===== config.mk =====
export PLATFORM = sky130hd
export DESIGN_NAME = fsm
export DESIGN_NICKNAME = d
export VERILOG_FILES = /design/src/rtl/fsm.sv
export SDC_FILE = /design/constraint.sdc
export NUM_CORES = 1
export LEC_CHECK = 0
export CORE_MARGIN = 2
export CORE_UTILIZATION = 56
export CTS_CLUSTER_DIAMETER = 80
export DETAILED_ROUTE_END_ITERATION = 16
export PLACE_DENSITY = 0.85
export SLEW_MARGIN = 20
export SYNTH_ARGS = -nofsm -noshare
export SYNTH_HDL_FRONTEND = slang
export SYNTH_SLANG_ARGS = --single-unit

===== constraint.sdc =====
create_clock -name clk -period 2.9 [get_ports clk]
set_clock_uncertainty 0.05 [all_clocks]
set_input_delay 0.58 -clock clk [delete_from_list [all_inputs] [get_ports clk]]
set_output_delay 0.58 -clock clk [all_outputs]
set_load 0.02 [all_outputs]

===== src/rtl/fsm.sv =====
// fsm: vending controller (select -> pay -> dispense) with per-state timeouts; define FSM_PB_DEBOUNCE_EN to debounce pushbutton
module fsm #(
  parameter int         NUM_ITEMS       = 4,
  parameter logic [3:0] PAY_CODE        = 4'b0010,
  parameter int         SEL_TIMEOUT     = 1000,
  parameter int         PAY_TIMEOUT     = 1000,
  parameter int         DISP_TIMEOUT    = 500,
  parameter int         BUZZ_CYCLES     = 4,
  parameter int         ERR_CYCLES      = 8,
  parameter int         DEBOUNCE_CYCLES = 4
) (
  input  logic       clk,
  input  logic       reset,
  input  logic       pushbutton,
  input  logic [3:0] keypad,
  input  logic       IR_Sensor,
  output logic [2:0] current_state,
  output logic       red_led,
  output logic [2:0] green_leds,
  output logic       DC_motor,
  output logic       buzzer
);
  localparam logic [2:0] IDLE     = 3'b000;
  localparam logic [2:0] SELECT   = 3'b001;
  localparam logic [2:0] PAYMENT  = 3'b010;
  localparam logic [2:0] DISPENSE = 3'b011;
  localparam logic [2:0] COMPLETE = 3'b100;
  localparam logic [2:0] ERROR    = 3'b101;
  localparam logic [3:0] NI = 4'(NUM_ITEMS);
  // each timer limit is the last count value before leaving, so a state lasts exactly N cycles
  localparam logic [15:0] SEL_LAST  = 16'(SEL_TIMEOUT - 1);
  localparam logic [15:0] PAY_LAST  = 16'(PAY_TIMEOUT - 1);
  localparam logic [15:0] DISP_LAST = 16'(DISP_TIMEOUT - 1);
  localparam logic [15:0] BUZZ_LAST = 16'(BUZZ_CYCLES - 1);
  localparam logic [15:0] ERR_LAST  = 16'(ERR_CYCLES - 1);
  logic [2:0]  state_q, state_d;
  logic [15:0] timer_q, timer_d;
  logic        rel_q, rel_d;
  logic [3:0]  item_q, item_d;
  logic        pb_evt;
  logic        item_ok;
`ifdef FSM_PB_DEBOUNCE_EN
  localparam logic [15:0] DEB_N = 16'(DEBOUNCE_CYCLES);
  logic [15:0] deb_q, deb_d;
  // count consecutive high samples, saturating so a long press fires only once
  always_comb begin
    deb_d  = !pushbutton ? 16'd0 : (deb_q == DEB_N) ? deb_q : deb_q + 16'd1;
    pb_evt = pushbutton && (deb_q == DEB_N - 16'd1);
  end
  // debounce counter register
  always_ff @(posedge clk or negedge reset)
    if (!reset) deb_q <= '0;
    else deb_q <= deb_d;
`else
  logic pb_q;
  // previous pushbutton sample for rising-edge detection
  always_ff @(posedge clk or negedge reset)
    if (!reset) pb_q <= 1'b0;
    else pb_q <= pushbutton;
  assign pb_evt = pushbutton && !pb_q;
`endif
  assign item_ok = (keypad != 4'd0) && (keypad <= NI);
  // state, timer, release flag and latched item registers
  always_ff @(posedge clk or negedge reset)
    if (!reset) begin
      state_q <= IDLE;
      timer_q <= '0;
      rel_q   <= 1'b0;
      item_q  <= '0;
    end else begin
      state_q <= state_d;
      timer_q <= timer_d;
      rel_q   <= rel_d;
      item_q  <= item_d;
    end
  // next-state, timer, release flag and item latch; valid inputs take priority over timeouts
  always_comb begin
    state_d = IDLE;
    case (state_q)
      IDLE:     state_d = pb_evt ? SELECT : IDLE;
      SELECT:   state_d = item_ok ? PAYMENT : (keypad != 4'd0) ? ERROR :
                          (timer_q >= SEL_LAST) ? IDLE : SELECT;
      PAYMENT:  state_d = (rel_q && keypad == PAY_CODE && item_q != 4'd0) ? DISPENSE :
                          (rel_q && keypad != 4'd0) ? ERROR :
                          (timer_q >= PAY_LAST) ? IDLE : PAYMENT;
      DISPENSE: state_d = IR_Sensor ? COMPLETE : (timer_q >= DISP_LAST) ? ERROR : DISPENSE;
      COMPLETE: state_d = (timer_q >= BUZZ_LAST) ? IDLE : COMPLETE;
      ERROR:    state_d = (timer_q >= ERR_LAST) ? IDLE : ERROR;
      default:  state_d = IDLE;
    endcase
    timer_d = (state_d != state_q) ? 16'd0 : (timer_q == 16'hFFFF) ? timer_q : timer_q + 16'd1;
    rel_d   = (state_d != state_q) ? 1'b0 : (state_q == PAYMENT && keypad == 4'd0) ? 1'b1 : rel_q;
    item_d  = (state_q == SELECT && item_ok) ? keypad : item_q;
  end
  assign current_state = state_q;
  // Moore output decode; illegal encodings fall back to IDLE outputs
  always_comb begin
    {red_led, green_leds, DC_motor, buzzer} = 6'b1_000_0_0;
    case (state_q)
      SELECT:   {red_led, green_leds, DC_motor, buzzer} = 6'b0_001_0_0;
      PAYMENT:  {red_led, green_leds, DC_motor, buzzer} = 6'b0_011_0_0;
      DISPENSE: {red_led, green_leds, DC_motor, buzzer} = 6'b0_111_1_0;
      COMPLETE: {red_led, green_leds, DC_motor, buzzer} = 6'b0_111_0_1;
      ERROR:    {red_led, green_leds, DC_motor, buzzer} = 6'b1_000_0_1;
      default:  {red_led, green_leds, DC_motor, buzzer} = 6'b1_000_0_0;
    endcase
  end
endmodule


* Yosys cells after proc, flatten, opt, wreduce, memory -nomap -nowiden
Index checks and enable logic that the tools add are counted.
Word-level totals: bits of input ports 8, output and inout port bits 9, flip-flop bits (word level) 25, word-level logic and storage cells 56
Cells by class: add/sub/neg operators 1, equality and inequality tests 9, reductions and logical operators 16, order comparisons 5, mux-type cells 20
Operators with widths (count):
- $mux 16 | 2
- $mux 3 | 8
- $pmux 3 s6 | 1
- $add 16x1->16 const B | 1
- $eq 16x16->1 const B | 1
- $ge 16x10->1 const B | 1
- $ge 16x2->1 const B | 1
- $ge 16x3->1 const B | 1
- $ge 16x9->1 const B | 1
- $pmux 3 s3 | 1
- $reduce_bool 4->1 | 2
- $logic_and 1x1->1 | 7
- $mux 1 | 7
- $eq 3x2->1 const B | 2
- $eq 3x3->1 const B | 2
- $eq 4x2->1 const B | 1
- $le 4x3->1 const B | 1
- $logic_not 4->1 | 1
- $reduce_or 2->1 | 2
- $reduce_or 4->1 | 1
- $eq 3x1->1 const B | 1
- $logic_not 3->1 | 1
- $ne 3x3->1 | 1
- $mux 2 | 1
- 3 further kinds | 3

* Logic depth before layout (Yosys ltp)
Gate-level depths: netlist of the first run.
word-level depth 7, gate-level depth with buffers 8, depth with buffers taken out 7

* Least setup slack after synthesis of the first run
OpenSTA, ideal clock, no wires.
kind register to output, from register state_q[1], in the netlist current_state[1], to output green_leds[0], data required time 2270 ps, path slack 461 ps, arrival 1809 ps, stages on the path, launching flop included 6, path through dfrtp_1 > buf_2 > nand2b_1 > o21ai_0 > nor2b_1 > inv_1
On the way: cells in the longest elaborated chain, start to end 3, elaborated cells between the ends (all ways) 6, classes of those cells eq/ne (4); mux (1); reduce/logical (1)
RTL lines:
- from (decl) | line 36 | logic [2:0] state_q, state_d;
- from (signal assigned) | line 71 | state_q <= state_d;
- $eq 3x3->1 / $eq 3x2->1 (equally long branches) | line 99 | case (state_q)
- $reduce_or 2->1 (no source line)
- $pmux 3 s3 * | line 99
- to (decl) | line 19 | output logic [2:0] green_leds,
Mark *: on every way between the ends. The rest lies on a longest branch, timed or not.

* Final worst setup path of the first run
Ends and elaborated chain as after synthesis.

==> key figures, run 1 <==
Worst setup path
  • Crit path arrival time: 2.14 ns
  • Top delay family on crit path: simple AND/OR/NAND/NOR gates
  • Critical path endpoint category: output pin
  • Slowest stage delay, CP: 0.59 ns
  • R2R cell count: 6
  • Critical path required time: 2.27 ns
  • CP max FO: 12
  • Crit Path Category: reg2out
  • Worst path slowest cell: clkdlybuf4s50_1
  • Critical path cell sequence: or3b_2 > nor2b_1 > inv_1 > clkdlybuf4s50_1
  • FF-to-FF Start: timer_q[12]
  • R2r endpoint: timer_q[1]
  • Slack of the worst reg-to-reg path: 0.50 ns
  • Buf/Inv on CP: 2
  • Startpoint Class: flip-flop

Drt
  • DRT Pass-1 Iters: 4
  • Final ANT Viol Nets: 0
  • Routed length on met3: 196 µm
  • DR WL/cell: 14.78 µm
  • Highest metal used: met4
  • 1st-iter DRT viols: 71
  • Vias/cell: 6.204
  • Met2 Routed Length: 1.608 mm
  • Via count: 1371
  • Routed WL: 3.267 mm
  • Drt drc: 0
  • Met1 WL: 1.401 mm

CTS
  • Post-cts sizing count: 0
  • CTS buffer count: 3
  • Postcts setup bufs: 0
  • CTS tree: done
  • CTS max path bufs: 2
  • Root buffer cell: clkbuf_4
  • Worst-path clk slew: 0.13 ns
  • CTS HTree Levels: 1
  • Worst-Skew Late Latency: 0.32 ns
  • Clock sinks: 25
  • Hold Buf Count CTS: 0

Placement
  • Post-DP HPWL: 2.498 mm
  • Pre-CTS setup slack: 0.07074 ns
  • Final GP Congestion: 0.8337
  • IO buf count: 16

GRT
  • Gr ovfl total: 0
  • Vias in the first global route: 1265
  • Largest net degree at the start of global routing: 26
  • Global-route wire length before repair: 5.899 mm
  • Initial antenna violation count: 0
  • GR Util All Layers: 23.00%

Layout
  • Nets: 200
  • Number of fill cells: 227
  • N_diodes: 0
  • P&R area growth vs syn: 13.61%
  • Share of layout cells above drive strength 1: 11.58%
  • Register area: 626.9 µm²
  • Footprint of the multi-input gates: 883.3 µm²

Timing
  • Fmax: 360.5 MHz
  • Final Slew Violations: 0
  • Final Hold Viols: 0
  • Worst slew pin tran: 0.7217 ns
  • Final WS setup: 0.1261 ns
  • RSZ-0062 raised after global routing: no
  • Worst slew margin: 51.51%
  • Fin crit share: 95.65%
  • Final setup TNS: 0 ns
  • Clock period minus final worst setup slack: 2.774 ns
  • Final setup violation count: 0

Synth
  • Main synth FF type: dfrtp_1
  • Asr flop ratio synth: 100.0%
  • Warnings from Yosys: 0
  • Syn avg cell area: 9.084 µm²
  • Sequential fraction of the synthesis area: 39.81%
  • EDFF count, synth: 0
  • Synth Instances: 173
  • #FFs+latches synth: 25
  • Yosys cell types: 52
  • Synth Cell Area: 1572 µm²
  • Synthesized net count: 182

Floorplan
  • Initial Util: 57.99%
  • Row count: 19
  • Io pins: 17
  • Die Area: 3246 µm²
  • Core box area: 2710 µm²
  • Die H: 56.98 µm
  • Die Wd: 56.98 µm

Run
  • Max cap viols: 0

Pwr
  • Peak VDD IR: 0.0008747 V
  • PwrDens: 762.1 nW/µm²
  • Static Leakage: 0.7419 nW

Worst hold path
  • Hold Path Class: reg2reg
  • Hold wc startpoint: item_q[2]
  • Worst Hold Depth: 1
  • WHS Endpoint: item_q[2]

Status
  • Run status: finished, final reports clean
cell usage after synthesis, types with 4 or more instances:
master,instances,area (µm²)
nand2b_1,4,25.02
xnor2_1,6,52.55
nand2_1,17,63.81
inv_1,7,26.28
nand3_1,9,45.04
a21oi_1,7,35.03
nor2b_1,4,25.02
or3_1,5,31.28
dfrtp_1,25,625.6
xor2_1,4,35.03
o21ai_0,6,30.03
nor2_1,23,86.33
nor3_1,7,35.03
flip-flops by register name, indices dropped and copies added, names as in the netlist:
name,count
rel_q,1
item_q,4
current_state,3
timer_q,16
pb_q,1
metal layers:
metal,GRT usage [%],vias up
met1,32.54,652
met5,0,-
li1,-,647
met4,7.973,0
met2,37.11,63
met3,2.494,9
kinds of logic after synthesis:
| logic type | after synthesis | share of synthesized area, % |
|---|---|---|
| simple gates | 92 | 32.41 |
| compound gates | 27 | 14.01 |
| flops | 25 | 39.81 |
| buf+inv | 13 | 3.981 |
| xor+xnor | 10 | 5.573 |
| mux | 5 | 3.423 |
| fa+ha+maj | 1 | 0.7961 |
cells in the final DEF (no fill, tap or decap), types with 5 or more instances in the layout:
| cell type | n |
|---|---|
| dfrtp_1 | 24 |
| nor2_1 | 23 |
| o21ai_0 | 6 |
| or3_1 | 5 |
| xnor2_1 | 6 |
| a21oi_1 | 7 |
| inv_1 | 7 |
| nand2_1 | 17 |
| nor3_1 | 7 |
| nand3_1 | 9 |
| clkdlybuf4s50_1 | 16 |
power breakdown:
group	total, mW	switching [mW]	leakage, nW	internal [mW]
clock network	0.157	0.106	0.0177	0.0518
logic	0.748	0.420	0.391	0.328
registers	0.455	0.0481	0.334	0.407
through the flow:
stage / power (mW) / instances / hold slack [ns] / area, µm² / util, %
floorplan: 0.9845 / 173 / 0.2344 / 1572 / -
global placement: 1.187 / 217 / 0.4401 / 1757 / 64.82
detailed placement: 1.212 / 217 / 0.4498 / 1757 / 64.82
CTS: 1.368 / 221 / 0.4805 / 1784 / 65.84
global route: 1.449 / 221 / 0.5127 / 1785 / 65.88
finish: 1.361 / 221 / 0.4753 / 1785 / 65.88
area by class of cell:
class | count | area share, %
tap | 31 | 2.172
timing repair buffer | 19 | 10.23
clock inverter | 1 | 0.2803
sequential | 25 | 35.11
clock buffer | 3 | 1.261
inverter | 7 | 1.472
multi-input combinational | 135 | 49.47
how the worst max path moves through the flow:
| stage | start | end | depth (start not counted) |
|---|---|---|---|
| floorplan | current_state[1] | green_leds[0] | 5 |
| global placement | keypad[1] | timer_q[14] | 7 |
| detailed placement | keypad[1] | timer_q[1] | 7 |
| CTS | current_state[1] | green_leds[0] | 4 |
| global route | current_state[1] | green_leds[0] | 4 |
| finish | current_state[1] | green_leds[0] | 4 |
Note: power is estimated with default switching activity, not from simulation.
==> run 2, diff against run 1 <==
--- a/config.mk
+++ b/config.mk
@@ -10,6 +10,7 @@
 export CTS_CLUSTER_DIAMETER = 80
 export DETAILED_ROUTE_END_ITERATION = 16
 export PLACE_DENSITY = 0.85
+export RECOVER_POWER = 25
 export SLEW_MARGIN = 20
 export SYNTH_ARGS = -nofsm -noshare
 export SYNTH_HDL_FRONTEND = slang
==> run 2 against run 1 <==
Compared with the run above:
- cell count unchanged
- die area unchanged
- total power decreased by 0.10%
- largest power group unchanged
==> key figures, run 2 (synthesis gave the netlist of run 1 again) <==
Worst setup path
  • Critical path endpoint category: output pin
  • Startpoint Class: flip-flop
  • CP max FO: 12 (unchanged)
  • Crit path arrival time: 2.14 ns (about the same)
  • Crit Path Category: reg2out
  • Critical path required time: 2.27 ns (about the same)
  • Critical path cell sequence: or3b_2 > nor2b_1 > inv_1 > clkdlybuf4s50_1
  • Slowest stage delay, CP: 0.59 ns (about the same)
  • Worst path slowest cell: clkdlybuf4s50_1

Layout
  • Most common cell after layout, fill and taps aside: dfrtp_1
  • Share of layout cells above drive strength 1: 11.05% (-0.53 points)
  • Number of fill cells: 227 (unchanged)
  • N_diodes: 0 (unchanged)
  • Register area: 626.9 µm² (unchanged)
  • Footprint of the multi-input gates: 883.3 µm² (unchanged)
  • Max reg flops: 16 (unchanged)
  • Highest-count cells in the layout ignoring fill and taps: 24 x dfrtp_1, 23 x nor2_1, 17 x nand2_1, 14 x clkdlybuf4s50_1, 9 x nand3_1
  • P&R area growth vs syn: 13.38%
  • Largest Register: timer_q
  • Nets: 200 (unchanged)

Floorplan
  • Io pins: 17 (unchanged)
  • Die Wd: 56.98 µm (unchanged)
  • Die H: 56.98 µm (unchanged)
  • Die Area: 3246 µm² (unchanged)
  • Core box area: 2710 µm² (unchanged)
  • Initial Util: 57.99% (unchanged)
  • Row count: 19 (unchanged)

Run
  • Max cap viols: 0 (unchanged)

Timing
  • RSZ-0062 raised after global routing: no
  • Clock period minus final worst setup slack: 2.774 ns (-0.00006400 ns)
  • Final Hold Viols: 0 (unchanged)
  • Final setup violation count: 0 (unchanged)
  • Final setup TNS: 0 ns (unchanged)
  • Fin crit share: 95.65% (about the same)
  • Fmax: 360.5 MHz (about the same)
  • Worst slew pin tran: 1.316 ns (+0.5938 ns)
  • Final Slew Violations: 0 (unchanged)
  • Worst slew margin: 12.29% (-39 points)

Pwr
  • PwrDens: 762.9 nW/µm² (+0.11%)
  • Static Leakage: 0.7388 nW (-0.42%)
  • Peak VDD IR: 0.0008745 V (about the same)
  • Total Power: 1.359 mW (-0.10%)

Placement
  • Post-DP HPWL: 2.498 mm (unchanged)
  • Final GP Congestion: 0.8337 (unchanged)
  • IO buf count: 16 (unchanged)

CTS
  • Hold Buf Count CTS: 0 (unchanged)
  • Worst-path clk slew: 0.13 ns (about the same)
  • CTS buffer count: 3 (unchanged)
  • Root buffer cell: clkbuf_4
  • Clock sinks: 25 (unchanged)
  • CTS max path bufs: 2 (unchanged)
  • Worst-Skew Late Latency: 0.32 ns (about the same)
  • CTS HTree Levels: 1 (unchanged)
  • CTS tree: done

Drt
  • Routed WL: 3.275 mm (+0.24%)
  • Vias/cell: 6.195 (-0.15%)
  • DRT Pass-1 Iters: 4 (unchanged)
  • 1st-iter DRT viols: 71 (unchanged)
  • Drt drc: 0 (unchanged)
  • Via count: 1369 (-0.15%)
  • DR WL/cell: 14.82 µm (+0.24%)
  • Final ANT Viol Nets: 0 (unchanged)

GRT
  • Initial antenna violation count: 0 (unchanged)
  • Global-route wire length before repair: 5.899 mm (unchanged)
  • Largest net degree at the start of global routing: 26 (unchanged)
  • GR Util All Layers: 23.00% (unchanged)
  • Vias in the first global route: 1265 (unchanged)
  • Gr ovfl total: 0 (unchanged)

Worst hold path
  • Hold Path Class: reg2reg

Status
  • Run status: finished, final reports clean
==> run 2: changes by cell type in the layout (fill, tap and decap cells not counted), sizes merged <==
cell           previous run  this run
buf                       3         2
clkbuf                    3         4
clkdlybuf4s50            16        14
dlygate4sd3               0         2
==> run 2: final cells by class <==
| class | count | area share [%] |
|---|---|---|
| well taps | 31 | 2.177 |
| clock inverters | 1 | 0.2809 |
| clock buffers | 3 | 1.264 |
| repair buffers | 19 | 10.04 |
| multi-input cells | 135 | 49.58 |
| inverters | 7 | 1.475 |
| flip-flops and latches | 25 | 35.18 |
==> run 2: routing by layer <==
| metal | up-vias | share of wire [%] | GRT usage (%) |
|---|---|---|---|
| li1 | 647 | - | - |
| met1 | 651 | 43 | 32.54 |
| met2 | 64 | 49 | 37.11 |
| met3 | 7 | 6.2 | 2.494 |
| met4 | 0 | 1.6 | 7.973 |
| met5 | - | 0 | 0 |
==> run 2: critical path, delay by kind of cell (launching register included) <==
| family | cells | cell delay (ns) |
|---|---|---|
| buffers and inverters | 2 | 0.64 |
| flip-flops | 1 | 0.51 |
| AND/OR/NAND/NOR | 2 | 0.68 |
==> run 2: path summary, 6_finish.rpt <==
| path | from | endpoint | slack [ns] | cells past startpoint |
|---|---|---|---|---|
| worst min-delay path | item_q[2] | item_q[2] | 0.48 | 1 |
| worst max register to register | timer_q[12] | timer_q[1] | 0.46 | 6 |
| worst min register to register | item_q[2] | item_q[2] | 0.48 | 1 |
| max in group asynchronous | reset | current_state[1] | 0.94 | 2 |
| worst max-delay path | current_state[1] | green_leds[0] | 0.13 | 4 |
| min in group asynchronous | reset | timer_q[7] | 0.99 | 2 |
==> run 2: per-stage QoR <==
step | cell area (µm²) | hold WS, ns | utilization, % | std cells | setup slack, ns
finish | 1782 | 0.4753 | 65.74 | 221 | 0.1262
global route | 1782 | 0.5127 | 65.74 | 221 | 0.05036
CTS | 1784 | 0.4805 | 65.84 | 221 | 0.07545
detailed placement | 1757 | 0.4498 | 64.82 | 217 | 0.07074
global placement | 1757 | 0.4401 | 64.82 | 217 | 0.1797
floorplan | 1572 | 0.2344 | - | 173 | 0.4609
==> run 2: power breakdown <==
part / internal, mW / leakage [nW] / switching, mW
Combinational: 0.327 / 0.388 / 0.419
Sequential: 0.407 / 0.334 / 0.0481
Clock: 0.0518 / 0.0177 / 0.106
Total: 0.786 / 0.739 / 0.573
==> run 2: repair_timing <==
item	4_1_cts	5_1_grt
endpoints found under the setup margin	0	1
hold endpoints to repair	0	0
resized for setup	0	1
setup buffers	0	0
==> RTL edit (settings of run 2) <==
Build with the macro `FSM_PB_DEBOUNCE_EN` defined.
--- a/src/rtl/fsm.sv
+++ b/src/rtl/fsm.sv
@@ -1,3 +1,5 @@
 // fsm: vending controller (select -> pay -> dispense) with per-state timeouts; define FSM_PB_DEBOUNCE_EN to debounce pushbutton
+`define FSM_PB_DEBOUNCE_EN
+
 module fsm #(
   parameter int         NUM_ITEMS       = 4,
Function: changed (a bounded check fails within 4 cycles, from zero or initial values and one cycle with reset low).
==> RTL edit against run 2 <==
  * The run now ends with capacitance limit, slew limit left
  * Clock power rose to 3.2 times the old value
  * Global-route usage grew 2.0 points
  * Sequential power is 58% higher
  * Via count grew 69%
  * Combinational power rose by 11%
  * First-iteration DRC count grew to 3.8 times the old value
  * Sequential share of layout area fell by 1.8 points
  * Cell area up 69%
  * Register-to-register slack worse by 0.03 ns
  * Synthesized area up 68%
  * Setup slack improved by 0.067 ns
  * Routed wire length rose by 88%
  * Sequential cell count up 15
  * Total power increased by 51%
  * Critical endpoint unchanged
==> RTL edit: results (changes against run 2) <==
- Status: finished with violations
- Failing checks: capacitance limit, slew limit
- GRT met1 Usage: 32.4% (-0.15 points)
- Clk power: 0.499 mW (+220%)
- Mux share of post-synthesis cell area: 2.42% (-1.0 points)
- Max cap viols: 1 (+1)
- Placement Cell Area: 2880 µm² (+64%)
- Sequential area share after synthesis: 37.9% (-1.9 points)
- Crit path max fanout: 11 (-1)
- Worst Max-Slew Pin Slew: 2.17 ns (+0.851 ns)
- Nets: 306 (+53%)
- Sw frac: 37.2% (-5.0 points)
- Avg WL per Cell: 17.7 µm (+19%)
- TritonCTS buffer count: 5 (+2)
- Met3 GRT Util: 4.83% (+2.3 points)
- CTS clk-pin slew, worst paths: 0.08 ns (-0.05 ns)
- Metal3 WL: 341 µm (+69%)
- Final WL: 6160 µm (+88%)
- Largest cells by area after synthesis: dfrtp_1, nor4_2, xnor2_1
- CP top delay family: buffers and inverters
- Fin. max-slew vios: 41 (+41)
- Root Buffer: clkbuf_8
- Leakage: 1.17 nW (+58%)
- Count of different cell masters after synthesis: 53 (+1.9%)
- Drt pass-1 iters: 5 (+1)
- Post-detail-place hpwl: 4260 µm (+70%)
- Post-Syn Nets: 288 (+58%)
- Post-Place Worst Slack: 0.0150 ns (-0.0557 ns)
- Worst reg2reg setup slack: 0.43 ns (-0.03 ns)
- Seq pwr share: 35.1% (+1.6 points)
- Gate Count Post-Synth: 277 (+60%)
- GR Util All Layers: 25.0% (+2.0 points)
- Met2 Routed Length: 3090 µm (+91%)
- Vias in the first global route: 2249 (+78%)
- Placed insts: 340 (+57%)
- Worst vdd ir: 0.000366 V (-58%)
- Post-Route M1 WL: 2640 µm (+88%)
- R2r endpoint: timer_q[4]
- Psw: 0.761 mW (+33%)
RTL edit: cell count changes after synthesis, sizes merged, moves of 5 or more:
cell,change
nor4,+26
nand4,+5
and4,+5
a211oi,+5
o31ai,+5
clkbuf,+6
o21ai,+7
inv,+6
nor4b,+6
dfrtp,+15
xnor2,+6
RTL edit: worst max path at each step:
stage | startpoint | endpoint | slack (ns) | cells after the start
global placement | keypad[1] | timer_q[8] | 0.11 | 6
CTS | current_state[0] | green_leds[0] | 0.21 | 4
floorplan | current_state[2] | green_leds[0] | 0.45 | 5
detailed placement | keypad[0] | timer_q[4] | 0.01 | 6
finish | current_state[0] | green_leds[0] | 0.19 | 4
global route | current_state[0] | green_leds[0] | 0.06 | 4
RTL edit: final cells by class:
type,count,area (µm²)
timing repair buffer,25,246
clock inverter,1,30.0
multi-input combinational,210,1520
inverter,13,48.8
fill,320,1440
sequential,40,1000
clock buffer,7,96.3
tap,52,65.1
